==> config.mk <==
export PLATFORM = sky130hd
export DESIGN_NAME = nand_page_sequencer
export DESIGN_NICKNAME = d
export VERILOG_FILES = /design/src/rtl/nand_seq_pkg.sv /design/src/rtl/nand_strobe_timer.sv /design/src/rtl/nand_page_sequencer.sv
export SDC_FILE = /design/constraint.sdc
export NUM_CORES = 1
export LEC_CHECK = 0
export CAP_MARGIN = 25
export CORE_MARGIN = 4
export CORE_UTILIZATION = 60
export DETAILED_ROUTE_END_ITERATION = 10
export HOLD_SLACK_MARGIN = 0.15
export PLACE_DENSITY = 0.84
export RECOVER_POWER = 50
export SYNTH_ARGS = -nofsm -noshare
export SYNTH_HDL_FRONTEND = slang
export SYNTH_SLANG_ARGS = --single-unit
==> constraint.sdc <==
create_clock -name clk -period 6.65 [get_ports clk]
set_input_delay 1.33 -clock clk [delete_from_list [all_inputs] [get_ports clk]]
set_output_delay 1.33 -clock clk [all_outputs]
set_load 0.01 [all_outputs]
==> src/rtl/nand_seq_pkg.sv <==
// Shared constants for the NAND page sequencer: frame opcodes, NAND
// command bytes, status codes, RAM frame offsets and FSM state codes.
package nand_seq_pkg;

    // Frame opcodes (ASCII, as typed on the UART)
    localparam logic [7:0] OP_READ = 8'h52;
    localparam logic [7:0] OP_ID   = 8'h49;

    // NAND command bytes
    localparam logic [7:0] NAND_READ1 = 8'h00;
    localparam logic [7:0] NAND_READ2 = 8'h30;
    localparam logic [7:0] NAND_RDID  = 8'h90;

    // Status byte values written back into the frame
    localparam logic [7:0] ST_OK      = 8'h00;
    localparam logic [7:0] ST_BADOP   = 8'h01;
    localparam logic [7:0] ST_TIMEOUT = 8'h02;

    // Frame layout offsets inside the command RAM
    localparam int unsigned OFS_OP   = 0;
    localparam int unsigned OFS_ADDR = 1;
    localparam int unsigned OFS_STAT = 6;
    localparam int unsigned OFS_DATA = 8;

    // FSM state codes
    localparam int         STATE_W  = 4;
    localparam logic [3:0] S_IDLE   = 4'd0;
    localparam logic [3:0] S_FETCH  = 4'd1;
    localparam logic [3:0] S_CMD1   = 4'd2;
    localparam logic [3:0] S_ADDR   = 4'd3;
    localparam logic [3:0] S_CMD2   = 4'd4;
    localparam logic [3:0] S_WAIT   = 4'd5;
    localparam logic [3:0] S_READ   = 4'd6;
    localparam logic [3:0] S_STATUS = 4'd7;
    localparam logic [3:0] S_DONE   = 4'd8;

    // True for the opcodes this block knows how to execute
    function automatic logic op_valid(input logic [7:0] op);
        return (op == OP_READ) || (op == OP_ID);
    endfunction

endpackage

==> src/rtl/nand_strobe_timer.sv <==
// One active-low strobe pulse: T_PULSE cycles low then T_PULSE cycles high.
// A go pulse starts a new strobe in the next cycle; go may be issued in the
// last cycle of a running pulse so strobes can be chained back to back.
module nand_strobe_timer #(
    parameter int T_PULSE = 4
) (
    input  logic clk,
    input  logic rst,
    input  logic go,
    output logic strobe_n,
    output logic sample,
    output logic rise_edge,
    output logic last,
    output logic busy
);

    localparam int CW = $clog2(2 * T_PULSE + 1);
    localparam logic [CW-1:0] LOW_LAST = CW'(T_PULSE - 1);
    localparam logic [CW-1:0] RISE_CNT = CW'(T_PULSE);
    localparam logic [CW-1:0] END_CNT  = CW'(2 * T_PULSE - 1);

    logic          active;
    logic [CW-1:0] cnt;

    // Phase counter: runs 0..2*T_PULSE-1 while a strobe is in flight
    always_ff @(posedge clk or negedge rst) begin
        if (!rst) begin
            active <= 1'b0;
            cnt    <= '0;
        end else if (go) begin
            active <= 1'b1;
            cnt    <= '0;
        end else if (active) begin
            if (cnt == END_CNT) begin
                active <= 1'b0;
            end else begin
                cnt <= cnt + 1'b1;
            end
        end
    end

    assign busy      = active;
    assign strobe_n  = !(active && (cnt <= LOW_LAST));
    assign sample    = active && (cnt == LOW_LAST);
    assign rise_edge = active && (cnt == RISE_CNT);
    assign last      = active && (cnt == END_CNT);

endmodule

==> src/rtl/nand_page_sequencer.sv <==
// Executes one command frame from the shared command RAM on the NAND bus
// (page read or read-ID) and writes status plus data back into the frame.
module nand_page_sequencer
    import nand_seq_pkg::*;
#(
    parameter int T_PULSE    = 4,
    parameter int T_WB       = 16,
    parameter int RB_TIMEOUT = 1000000,
    parameter int PAGE_BYTES = 2112,
    parameter int ADDR_W     = 12
) (
    input  logic                clk,
    input  logic                rst,
    input  logic                start,
    output logic                done,
    output logic [ADDR_W-1:0]   ram_addr,
    output logic                ram_r_e,
    output logic                ram_w_e,
    output logic [7:0]          ram_wdata,
    input  logic [7:0]          ram_rdata,
    output logic                ce,
    output logic                we,
    output logic                re,
    output logic                cle,
    output logic                ale,
    input  logic                rb,
    input  logic [7:0]          io_in,
    output logic [7:0]          io_out,
    output logic                io_drive_en,
    output logic [STATE_W-1:0]  state_dbg
);

    localparam int WMAX = (RB_TIMEOUT > T_WB) ? RB_TIMEOUT : T_WB;
    localparam int WW   = $clog2(WMAX + 1);
    localparam logic [WW-1:0] TWB_LAST = WW'(T_WB - 1);
    localparam logic [WW-1:0] TO_LAST  = WW'(RB_TIMEOUT - 1);
    localparam logic [11:0]   PAGE_LAST = 12'(PAGE_BYTES - 1);

    logic [3:0]      state;
    logic [11:0]     cnt;        // FETCH index, address index, byte index, status index
    logic [7:0]      opcode;
    logic [4:0][7:0] addr_b;
    logic [7:0]      status;
    logic [7:0]      sample_q;
    logic            seen_low;
    logic [WW-1:0]   wcnt;

    logic            go;
    logic            strobe_n;
    logic            t_sample;
    logic            t_rise;
    logic            t_last;
    logic            t_busy;

    logic            is_r;
    logic [11:0]     addr_last;
    logic [11:0]     read_last;
    logic            wait_go;
    logic            wait_to;

    assign is_r      = (opcode == OP_READ);
    assign addr_last = is_r ? 12'd4 : 12'd0;
    assign read_last = is_r ? PAGE_LAST : 12'd4;
    assign state_dbg = state;

    // Leave WAIT_BUSY when rb is high after a low phase, or when rb never fell within T_WB
    assign wait_go = (state == S_WAIT) &&
                     ((seen_low && rb) || (!seen_low && rb && (wcnt == TWB_LAST)));
    assign wait_to = (state == S_WAIT) && seen_low && !rb && (wcnt == TO_LAST);

    nand_strobe_timer #(
        .T_PULSE (T_PULSE)
    ) u_timer (
        .clk       (clk),
        .rst       (rst),
        .go        (go),
        .strobe_n  (strobe_n),
        .sample    (t_sample),
        .rise_edge (t_rise),
        .last      (t_last),
        .busy      (t_busy)
    );

    // Strobe launch: first pulse on entering a bus phase, then chained on the last cycle
    always_comb begin
        go = 1'b0;
        case (state)
            S_FETCH: go = (cnt == 12'd6) && op_valid(opcode);
            S_CMD1:  go = t_last;
            S_ADDR:  go = t_last;
            S_WAIT:  go = wait_go;
            S_READ:  go = t_last && (cnt != read_last);
            default: go = 1'b0;
        endcase
    end

    // Main sequencer: frame fetch, NAND phases, status write-back, handshake with start
    always_ff @(posedge clk or negedge rst) begin
        if (!rst) begin
            state    <= S_IDLE;
            cnt      <= '0;
            opcode   <= '0;
            addr_b   <= '0;
            status   <= ST_OK;
            sample_q <= '0;
            seen_low <= 1'b0;
            wcnt     <= '0;
        end else begin
            case (state)
                S_IDLE: begin
                    if (start) begin
                        state  <= S_FETCH;
                        cnt    <= '0;
                        status <= ST_OK;
                    end
                end
                S_FETCH: begin
                    // Data for address i arrives in cycle i+1
                    if (cnt == 12'd1) begin
                        opcode <= ram_rdata;
                    end else if (cnt != 12'd0) begin
                        addr_b[cnt[2:0] - 3'd2] <= ram_rdata;
                    end
                    if (cnt == 12'd6) begin
                        cnt <= '0;
                        if (op_valid(opcode)) begin
                            state <= S_CMD1;
                        end else begin
                            status <= ST_BADOP;
                            state  <= S_STATUS;
                        end
                    end else begin
                        cnt <= cnt + 1'b1;
                    end
                end
                S_CMD1: begin
                    if (t_last) begin
                        state <= S_ADDR;
                        cnt   <= '0;
                    end
                end
                S_ADDR: begin
                    if (t_last) begin
                        if (cnt == addr_last) begin
                            state <= is_r ? S_CMD2 : S_READ;
                            cnt   <= '0;
                        end else begin
                            cnt <= cnt + 1'b1;
                        end
                    end
                end
                S_CMD2: begin
                    // Hold until the confirm strobe has fully completed
                    if (!t_busy) begin
                        state    <= S_WAIT;
                        wcnt     <= '0;
                        seen_low <= 1'b0;
                    end
                end
                S_WAIT: begin
                    if (wait_go) begin
                        state <= S_READ;
                        cnt   <= '0;
                    end else if (wait_to) begin
                        status <= ST_TIMEOUT;
                        state  <= S_STATUS;
                        cnt    <= '0;
                    end else if (!seen_low && !rb) begin
                        seen_low <= 1'b1;
                        wcnt     <= '0;
                    end else begin
                        wcnt <= wcnt + 1'b1;
                    end
                end
                S_READ: begin
                    if (t_sample) begin
                        sample_q <= io_in;
                    end
                    if (t_last) begin
                        if (cnt == read_last) begin
                            state <= S_STATUS;
                            cnt   <= '0;
                        end else begin
                            cnt <= cnt + 1'b1;
                        end
                    end
                end
                S_STATUS: begin
                    if (cnt == 12'd1) begin
                        state <= S_DONE;
                        cnt   <= '0;
                    end else begin
                        cnt <= cnt + 1'b1;
                    end
                end
                S_DONE: begin
                    if (!start) begin
                        state <= S_IDLE;
                    end
                end
                default: state <= S_IDLE;
            endcase
        end
    end

    // NAND bus outputs decoded from state so an asynchronous reset releases them at once
    always_comb begin
        ce          = 1'b1;
        cle         = 1'b0;
        ale         = 1'b0;
        io_drive_en = 1'b0;
        io_out      = 8'h00;
        we          = 1'b1;
        re          = 1'b1;
        case (state)
            S_CMD1: begin
                ce          = 1'b0;
                cle         = 1'b1;
                io_drive_en = 1'b1;
                io_out      = is_r ? NAND_READ1 : NAND_RDID;
                we          = strobe_n;
            end
            S_ADDR: begin
                ce          = 1'b0;
                ale         = 1'b1;
                io_drive_en = 1'b1;
                io_out      = addr_b[cnt[2:0]];
                we          = strobe_n;
            end
            S_CMD2: begin
                ce          = 1'b0;
                cle         = 1'b1;
                io_drive_en = 1'b1;
                io_out      = NAND_READ2;
                we          = strobe_n;
            end
            S_WAIT: ce = 1'b0;
            S_READ: begin
                ce = 1'b0;
                re = strobe_n;
            end
            default: ;
        endcase
    end

    // RAM port: reads only while fetching, one write per received byte, two status writes
    always_comb begin
        ram_addr  = '0;
        ram_r_e   = 1'b0;
        ram_w_e   = 1'b0;
        ram_wdata = 8'h00;
        done      = (state == S_DONE);
        case (state)
            S_FETCH: begin
                if (cnt < 12'd6) begin
                    ram_addr = ADDR_W'(cnt);
                    ram_r_e  = 1'b1;
                end
            end
            S_READ: begin
                ram_addr  = ADDR_W'(OFS_DATA) + ADDR_W'(cnt);
                ram_w_e   = t_rise;
                ram_wdata = t_rise ? sample_q : 8'h00;
            end
            S_STATUS: begin
                ram_addr  = ADDR_W'(OFS_STAT) + ADDR_W'(cnt);
                ram_w_e   = 1'b1;
                ram_wdata = (cnt == 12'd0) ? status : 8'h00;
            end
            default: ;
        endcase
    end

endmodule

==> flow_summary_export.csv, run 1 <==
group,metric,value,unit
route,wl_per_cell,19.1,microns
route,totalWireLength,14.7,mm
logic_synthesis,synthTopCellsByArea,"dfrtp_1 (43%), mux2_2 (11%), nor2_1 (3.7%)",
logic_synthesis,async_flop_share,1.00,
clocking,htree_levels,3,
grt,overflow,0,
cells_and_area,area_growth,14.1,%
setup_path,path_cells,"or4_4, nor4_4, nand2_1, a211oi_1, o21ai_0, o21ai_0, clkdlybuf4s50_1",
floorplanning,die_x,107,microns
logic_synthesis,ys_ff_latch,100,
logic_synthesis,ys_seq_area_frac,0.428,
power_and_ir_drop,p_clk_frac,0.202,
power_and_ir_drop,ir_worst_vdd,0.000181,V
place,numPortBuffers,60,
power_and_ir_drop,switchingPower,0.783,mW
setup_path,path_common_cell,"o21ai_0",
grt,grt_first_pass_wirelength,24.5,mm
grt,grt_pass1_vias,4858,
floorplanning,floorplan.initialDensity,0.623,
floorplanning,placementRows,35,
cells_and_area,fill_cells,724,
grt,grt_max_degree,53,
power_and_ir_drop,swShare,0.381,
setup_path,crit_type,"reg2out",
power_and_ir_drop,seq_power_share,0.416,
floorplanning,die_y,107,microns
logic_synthesis,synth_edf_count,0,
logic_synthesis,synthCells,590,
clocking,worst_setup_hold_path_clk_slew,0.11,ns
cells_and_area,postLayoutCellArea,6660,sq um
logic_synthesis,synth_largest_area_cell,"dfrtp_1",
sta,tightest_slew,2.55,ns
sta,post-route-period-util,0.714,
floorplanning,core_area,9370,sq um
setup_path,critical_path.max_stage_delay,0.69,ns
power_and_ir_drop,p_int,1.27,mW
route,route.detailed.drc,0,
clocking,cts_hold_buf,0,
setup_path,crit_fanout,7,
sta,final.setup.tns,0,ns
sta,layout_min_cycle_time,4.75,ns
clocking,numClockSinks,100,
sta,max_freq,211,MHz
sta,finalHoldViolCount,0,
setup_path,cp-end-kind,"output port",
route,first_iter_violations,382,
power_and_ir_drop,comb_power_share,0.382,
logic_synthesis,yosys_warnings,0,
sta,setup_violations,0,
clocking,cts_resized,0,
clocking,cts_root_buf,"clkbuf_8",
logic_synthesis,syn-num-nets,622,
clocking,clockBufferDepth,2,
sta,rsz0062_at_grt,"false",
cells_and_area,drive_above_1_share,0.156,
cells_and_area,n_antenna_cell,0,
logic_synthesis,syn_avg_cell_area,9.90,sq um
logic_synthesis,synthTopCellsByCount,"dfrtp_1 (100), nor2_1 (58), mux2_2 (57)",
setup_path,required,5.32,ns
sta,maxSlewHeadroom,-0.702,
sta,clock_skew,0.0131,ns
route,avgViaCountPerCell,6.42,
place,place_congestion,0.906,
sta,hold_slack,0.504,ns
place,place_hpwl,10.3,mm
grt,grt_usage,0.268,
logic_synthesis,ys_dominant_reg_cell,"dfrtp_1",
logic_synthesis,yosysMostFrequentCell,"dfrtp_1",
power_and_ir_drop,leakage,2.75,nW
logic_synthesis,synth_top_cell_area_share,0.428,
floorplanning,die-area,11400,sq um
logic_synthesis,synthesis.area,5840,sq um
flow_run,cap_violations,1,
sta,slew_violations,50,
route,num_vias,4938,
grt,antenna_found_initial,0,
logic_synthesis,synth_cell_types,74,
status,outcome,"finished, violations left",
clocking,cts_made_buffers,9,
clocking,clock_latency,0.38,ns
cells_and_area,post-route-util,0.711,
place,dpl_cell_area,6460,sq um
power_and_ir_drop,p_per_area,308,nW/um^2
route,ant_nets,0,
status,violations,"capacitance limit, slew limit",
setup_path,cp_slowest_cell,"a211oi_1",
floorplanning,pin_count,61,
clocking,cts_tree,"yes",
hold_path,min_path_type,"reg2reg",
clocking,postCtsSetupBuffers,0,
route,drt_pre_antenna_iters,6,
setup_path,worstSetupStartpointType,"register",
cells_and_area,fin_nets,667,
setup_path,arrival,3.42,ns
-- cells by family (layout without fill, tap and decap cells) --
kind of cell / count (synthesis) / after routing / share of synthesized area
buffers and inverters: 43 / 93 / 0.0345
DFF: 100 / 100 / 0.428
and+or+nand+nor: 225 / 225 / 0.211
adders and majority gates: 12 / 12 / 0.0257
muxes: 72 / 72 / 0.144
AOI/OAI and AO/OA: 130 / 130 / 0.145
xor gates and xnor gates: 8 / 8 / 0.0120
-- sequential cells by signal, summed over array words and instances (netlist names), 2 cells and up --
signal,flops
addr_b,40
wcnt,20
cnt,12
opcode,8
sample_q,8
state_dbg,4
u_timer.cnt,4
status,2
-- per-layer routing --
metal	track usage	routed length, microns	vias up
li1	-	-	2242
met1	0.357	6200	2443
met2	0.437	7130	214
met3	0.0602	1010	39
met4	0.0877	305	0
met5	0	0	-
-- per-stage QoR --
stage	setup WS [ns]	total power [mW]	std cells
final	1.90	2.05	769
after global placement	2.39	1.61	751
after floorplan	3.05	1.34	590
after global routing	1.55	2.17	769
after CTS	1.90	2.06	767
after detailed placement	2.39	1.64	751
-- final timing paths --
check                             from      endpoint  slack (ns)  depth (start not counted)
setup reg to reg                cnt[2]  state_dbg[1]        3.26                          6
min in group asynchronous          rst      wcnt[19]        1.73                          1
setup / recovery                cnt[8]   ram_addr[9]        1.90                          7
hold reg to reg            sample_q[5]   sample_q[5]        0.50                          1
hold / removal             sample_q[5]   sample_q[5]        0.50                          1
max in group asynchronous          rst        cnt[3]        2.54                          2
-- critical path: cells and delay by family, from the launching register on --
family | cells | cell delay, ns
AO/OA/AOI/OAI | 3 | 1.01
buffers and inverters | 1 | 0.58
flip-flops | 1 | 0.47
AND/OR/NAND/NOR | 3 | 0.97
-- layout make-up --
type	count	area, sq um	area share
clock inverter	6	72.6	0.0109
clock buffer	10	138	0.0207
multi-input combinational	447	3130	0.469
tap	129	161	0.0242
sequential	100	2500	0.376
timing repair buffer	63	611	0.0916
inverter	14	52.6	0.00789
-- power by group through the flow --
stage,clock (mW),combinational [mW],sequential [mW]
2_1_floorplan,0,0.560,0.777
3_3_place_gp,0,0.755,0.853
3_5_place_dp,0,0.776,0.862
4_1_cts,0.422,0.787,0.851
5_1_grt,0.445,0.855,0.874
6_report,0.415,0.785,0.855
-- placed cells by master (no fill, tap or decap), types with 3 or more instances in the layout --
| cell | instances |
|---|---|
| nor2_1 | 58 |
| inv_1 | 13 |
| or2_2 | 4 |
| mux2i_1 | 10 |
| o31ai_1 | 9 |
| nand3_1 | 27 |
| mux2_2 | 57 |
| nor3_1 | 11 |
| ha_1 | 12 |
| clkinv_4 | 3 |
| a31oi_1 | 7 |
| nand3_2 | 3 |
| nor4b_1 | 3 |
| and3_1 | 11 |
| nand2_1 | 45 |
| a211oi_1 | 3 |
| o21ai_1 | 6 |
| mux4_2 | 4 |
| o41ai_1 | 3 |
| nand2b_1 | 8 |
| o21ai_0 | 43 |
| clkdlybuf4s50_1 | 58 |
| nor2b_1 | 9 |
| a22o_1 | 9 |
| nor4_1 | 5 |
| a21oi_1 | 23 |
| nand4_1 | 5 |
| and2_1 | 12 |
| dfrtp_1 | 100 |
| clkbuf_8 | 10 |
| xnor2_1 | 6 |
(Power assumes the default switching activity.)
==> inputs of run 2 (changes only) <==
- CORE_UTILIZATION: 60 -> 52
- PLACE_DENSITY: 0.84 -> 0.77
- clock period: 6.65 -> 4.12 ns (I/O delays scaled with it)
==> run 2 against run 1 <==
Largest cell class unchanged. Register-to-register slack got worse by 2.7 ns. The run ends with capacitance limit left. Clock power increased by 100%. Sequential power increased by 51%. Hold slack got worse by 0.0039 ns. Highest routed layer unchanged. Final cell count increased by 2.9%. Non-clock buffer count increased by 11.
==> flow_summary_export.csv, run 2 (same netlist as run 1, synthesis figures left out) <==
group,metric,value,unit
power_and_ir_drop,comb_power_share,0.399,
floorplanning,placementRows,38,
setup_path,crit_type,"reg2out",
grt,overflow,0,
cells_and_area,postLayoutCellArea,6840,sq um
power_and_ir_drop,seq_power_share,0.365,
floorplanning,floorplan.initialDensity,0.534,
route,first_iter_violations,328,
clocking,cts_root_buf,"clkbuf_16",
cells_and_area,fin_nets,678,
clocking,cts_resized,0,
floorplanning,die_x,114,microns
cells_and_area,drive_above_1_share,0.169,
floorplanning,die-area,13000,sq um
grt,grt_first_pass_wirelength,24.7,mm
floorplanning,die_y,114,microns
clocking,clock_latency,0.35,ns
route,num_vias,4892,
route,totalWireLength,14.9,mm
sta,max_freq,262,MHz
route,wl_per_cell,18.8,microns
setup_path,reg2reg_slack,0.55,ns
grt,grt_max_degree,75,
sta,slew_violations,0,
setup_path,worst_r2r_endpoint,"state_dbg[1]",
cells_and_area,final_common_cell,"dfrtp_1",
hold_path,whs_endpoint,"sample_q[3]",
setup_path,arrival,2.99,ns
grt,antenna_found_initial,0,
sta,clock_skew,0.00786,ns
route,ant_nets,0,
setup_path,r2r-start,"state_dbg[0]",
route,route.detailed.drc,0,
sta,finalHoldViolCount,0,
grt,grt_usage,0.237,
setup_path,required,3.30,ns
sta,worst_slack,0.306,ns
hold_path,min_from,"sample_q[3]",
cells_and_area,post-route-util,0.625,
power_and_ir_drop,p_clk_frac,0.236,
status,outcome,"finished, violations left",
sta,layout_min_cycle_time,3.81,ns
clocking,postCtsSetupBuffers,0,
cells_and_area,regMostFlops,"addr_b",
place,dp_slack,0.717,ns
sta,maxSlewHeadroom,0.00175,
flow_run,cap_violations,1,
setup_path,cp-end-kind,"output port",
place,place_hpwl,10.6,mm
power_and_ir_drop,switchingPower,1.32,mW
cells_and_area,n_antenna_cell,0,
cells_and_area,mostFrequentLayoutCells,"dfrtp_1 (100), nor2_1 (58), mux2_2 (57), clkdlybuf4s50_1 (57), nand2_1 (44)",
hold_path,hold-path-cell-count,1,
power_and_ir_drop,p_int,2.20,mW
clocking,numClockSinks,100,
setup_path,rr_worst_depth,6,
route,drt_pre_antenna_iters,5,
sta,tightest_slew,1.50,ns
clocking,cts_hold_buf,0,
sta,rsz0062_at_grt,"false",
clocking,worst_setup_hold_path_clk_slew,0.07,ns
cells_and_area,area_growth,17.1,%
clocking,cts_made_buffers,9,
setup_path,worstSetupStartpointType,"register",
power_and_ir_drop,p_per_area,516,nW/um^2
power_and_ir_drop,leakage,2.86,nW
place,numPortBuffers,60,
floorplanning,core_area,10900,sq um
setup_path,crit_fanout,24,
sta,final.setup.tns,0,ns
place,dpl_cell_area,6560,sq um
sta,setup_violations,0,
grt,grt_pass1_vias,4908,
clocking,clockBufferDepth,2,
clocking,htree_levels,3,
floorplanning,pin_count,61,
route,avgViaCountPerCell,6.18,
place,dp_cells,774,
place,place_congestion,0.869,
clocking,cts_tree,"yes",
power_and_ir_drop,ir_worst_vdd,0.000288,V
power_and_ir_drop,swShare,0.376,
cells_and_area,finalNonFillerCells,791,
status,violations,"capacitance limit",
cells_and_area,largest_reg_flops,40,
hold_path,min_path_type,"reg2reg",
cells_and_area,largestRegisters,"addr_b: 40 flops, wcnt: 20 flops, cnt: 12 flops",
sta,post-route-period-util,0.926,
==> run 2: cell types whose count changed in the layout (fill, tap and decap cells not counted), moves of 2 or more <==
cell       change
clkbuf_8      -10
clkbuf_1       +4
clkbuf_16      +9
clkinv_4       -2
buf_4          +7
inv_6          +2
==> run 2: worst max-delay path: stages, from the launching register on <==
cell,delay (ns)
dfrtp_1,0.45
clkbuf_1,0.80
nand2b_1,0.23
nor2_1,0.07
clkbuf_1,0.23
o32a_1,0.38
clkdlybuf4s50_1,0.48
==> run 2: final cells by class <==
| cell class | count | area [sq um] |
|---|---|---|
| fillers | 894 | 4100 |
| multi-input cells | 447 | 3140 |
| flip-flops and latches | 100 | 2500 |
| repair buffers | 74 | 678 |
| clock buffers | 9 | 225 |
| well taps | 140 | 175 |
| clock inverters | 7 | 67.6 |
| inverters | 14 | 52.6 |
==> run 2: per-layer routing <==
metal,part of all wire,vias to the layer above,global-route usage,routed length (microns)
met5,0,-,0,0
met4,0.017,0,0.0736,246
met3,0.074,26,0.0546,1100
met2,0.47,191,0.374,7020
met1,0.44,2404,0.325,6520
li1,-,2271,-,-
==> run 2: power by group through the flow <==
stage                     Combinational, mW  Clock [mW]  Sequential (mW)
after floorplan                       0.905           0             1.25
after detailed placement               1.40           0             1.30
after global routing                   1.54       0.888             1.31
final                                  1.41       0.831             1.29
after CTS                              1.41       0.845             1.29
after global placement                 1.36           0             1.29
==> run 2: worst max-delay path by stage <==
stage,start,to,slack [ns]
floorplan,cnt[8],ram_addr[10],1.03
global placement,cnt[8],ram_addr[10],0.73
detailed placement,cnt[8],ram_addr[10],0.72
CTS,cnt[8],ram_addr[10],0.34
global route,state_dbg[0],ram_addr[2],0.14
finish,state_dbg[0],ram_addr[1],0.31
==> run 2: through the flow <==
| step | power (mW) | hold slack (ns) |
|---|---|---|
| 2_1_floorplan | 2.16 | 0.465 |
| 3_3_place_gp | 2.65 | 0.475 |
| 3_5_place_dp | 2.70 | 0.484 |
| 4_1_cts | 3.54 | 0.501 |
| 5_1_grt | 3.74 | 0.530 |
| 6_report | 3.53 | 0.500 |
==> inputs of run 3 (changes only) <==
- CTS_CLUSTER_DIAMETER: unset -> 150
==> results of run 3 <==
No change in the layout: final DEF, timing and power equal those of run 2.
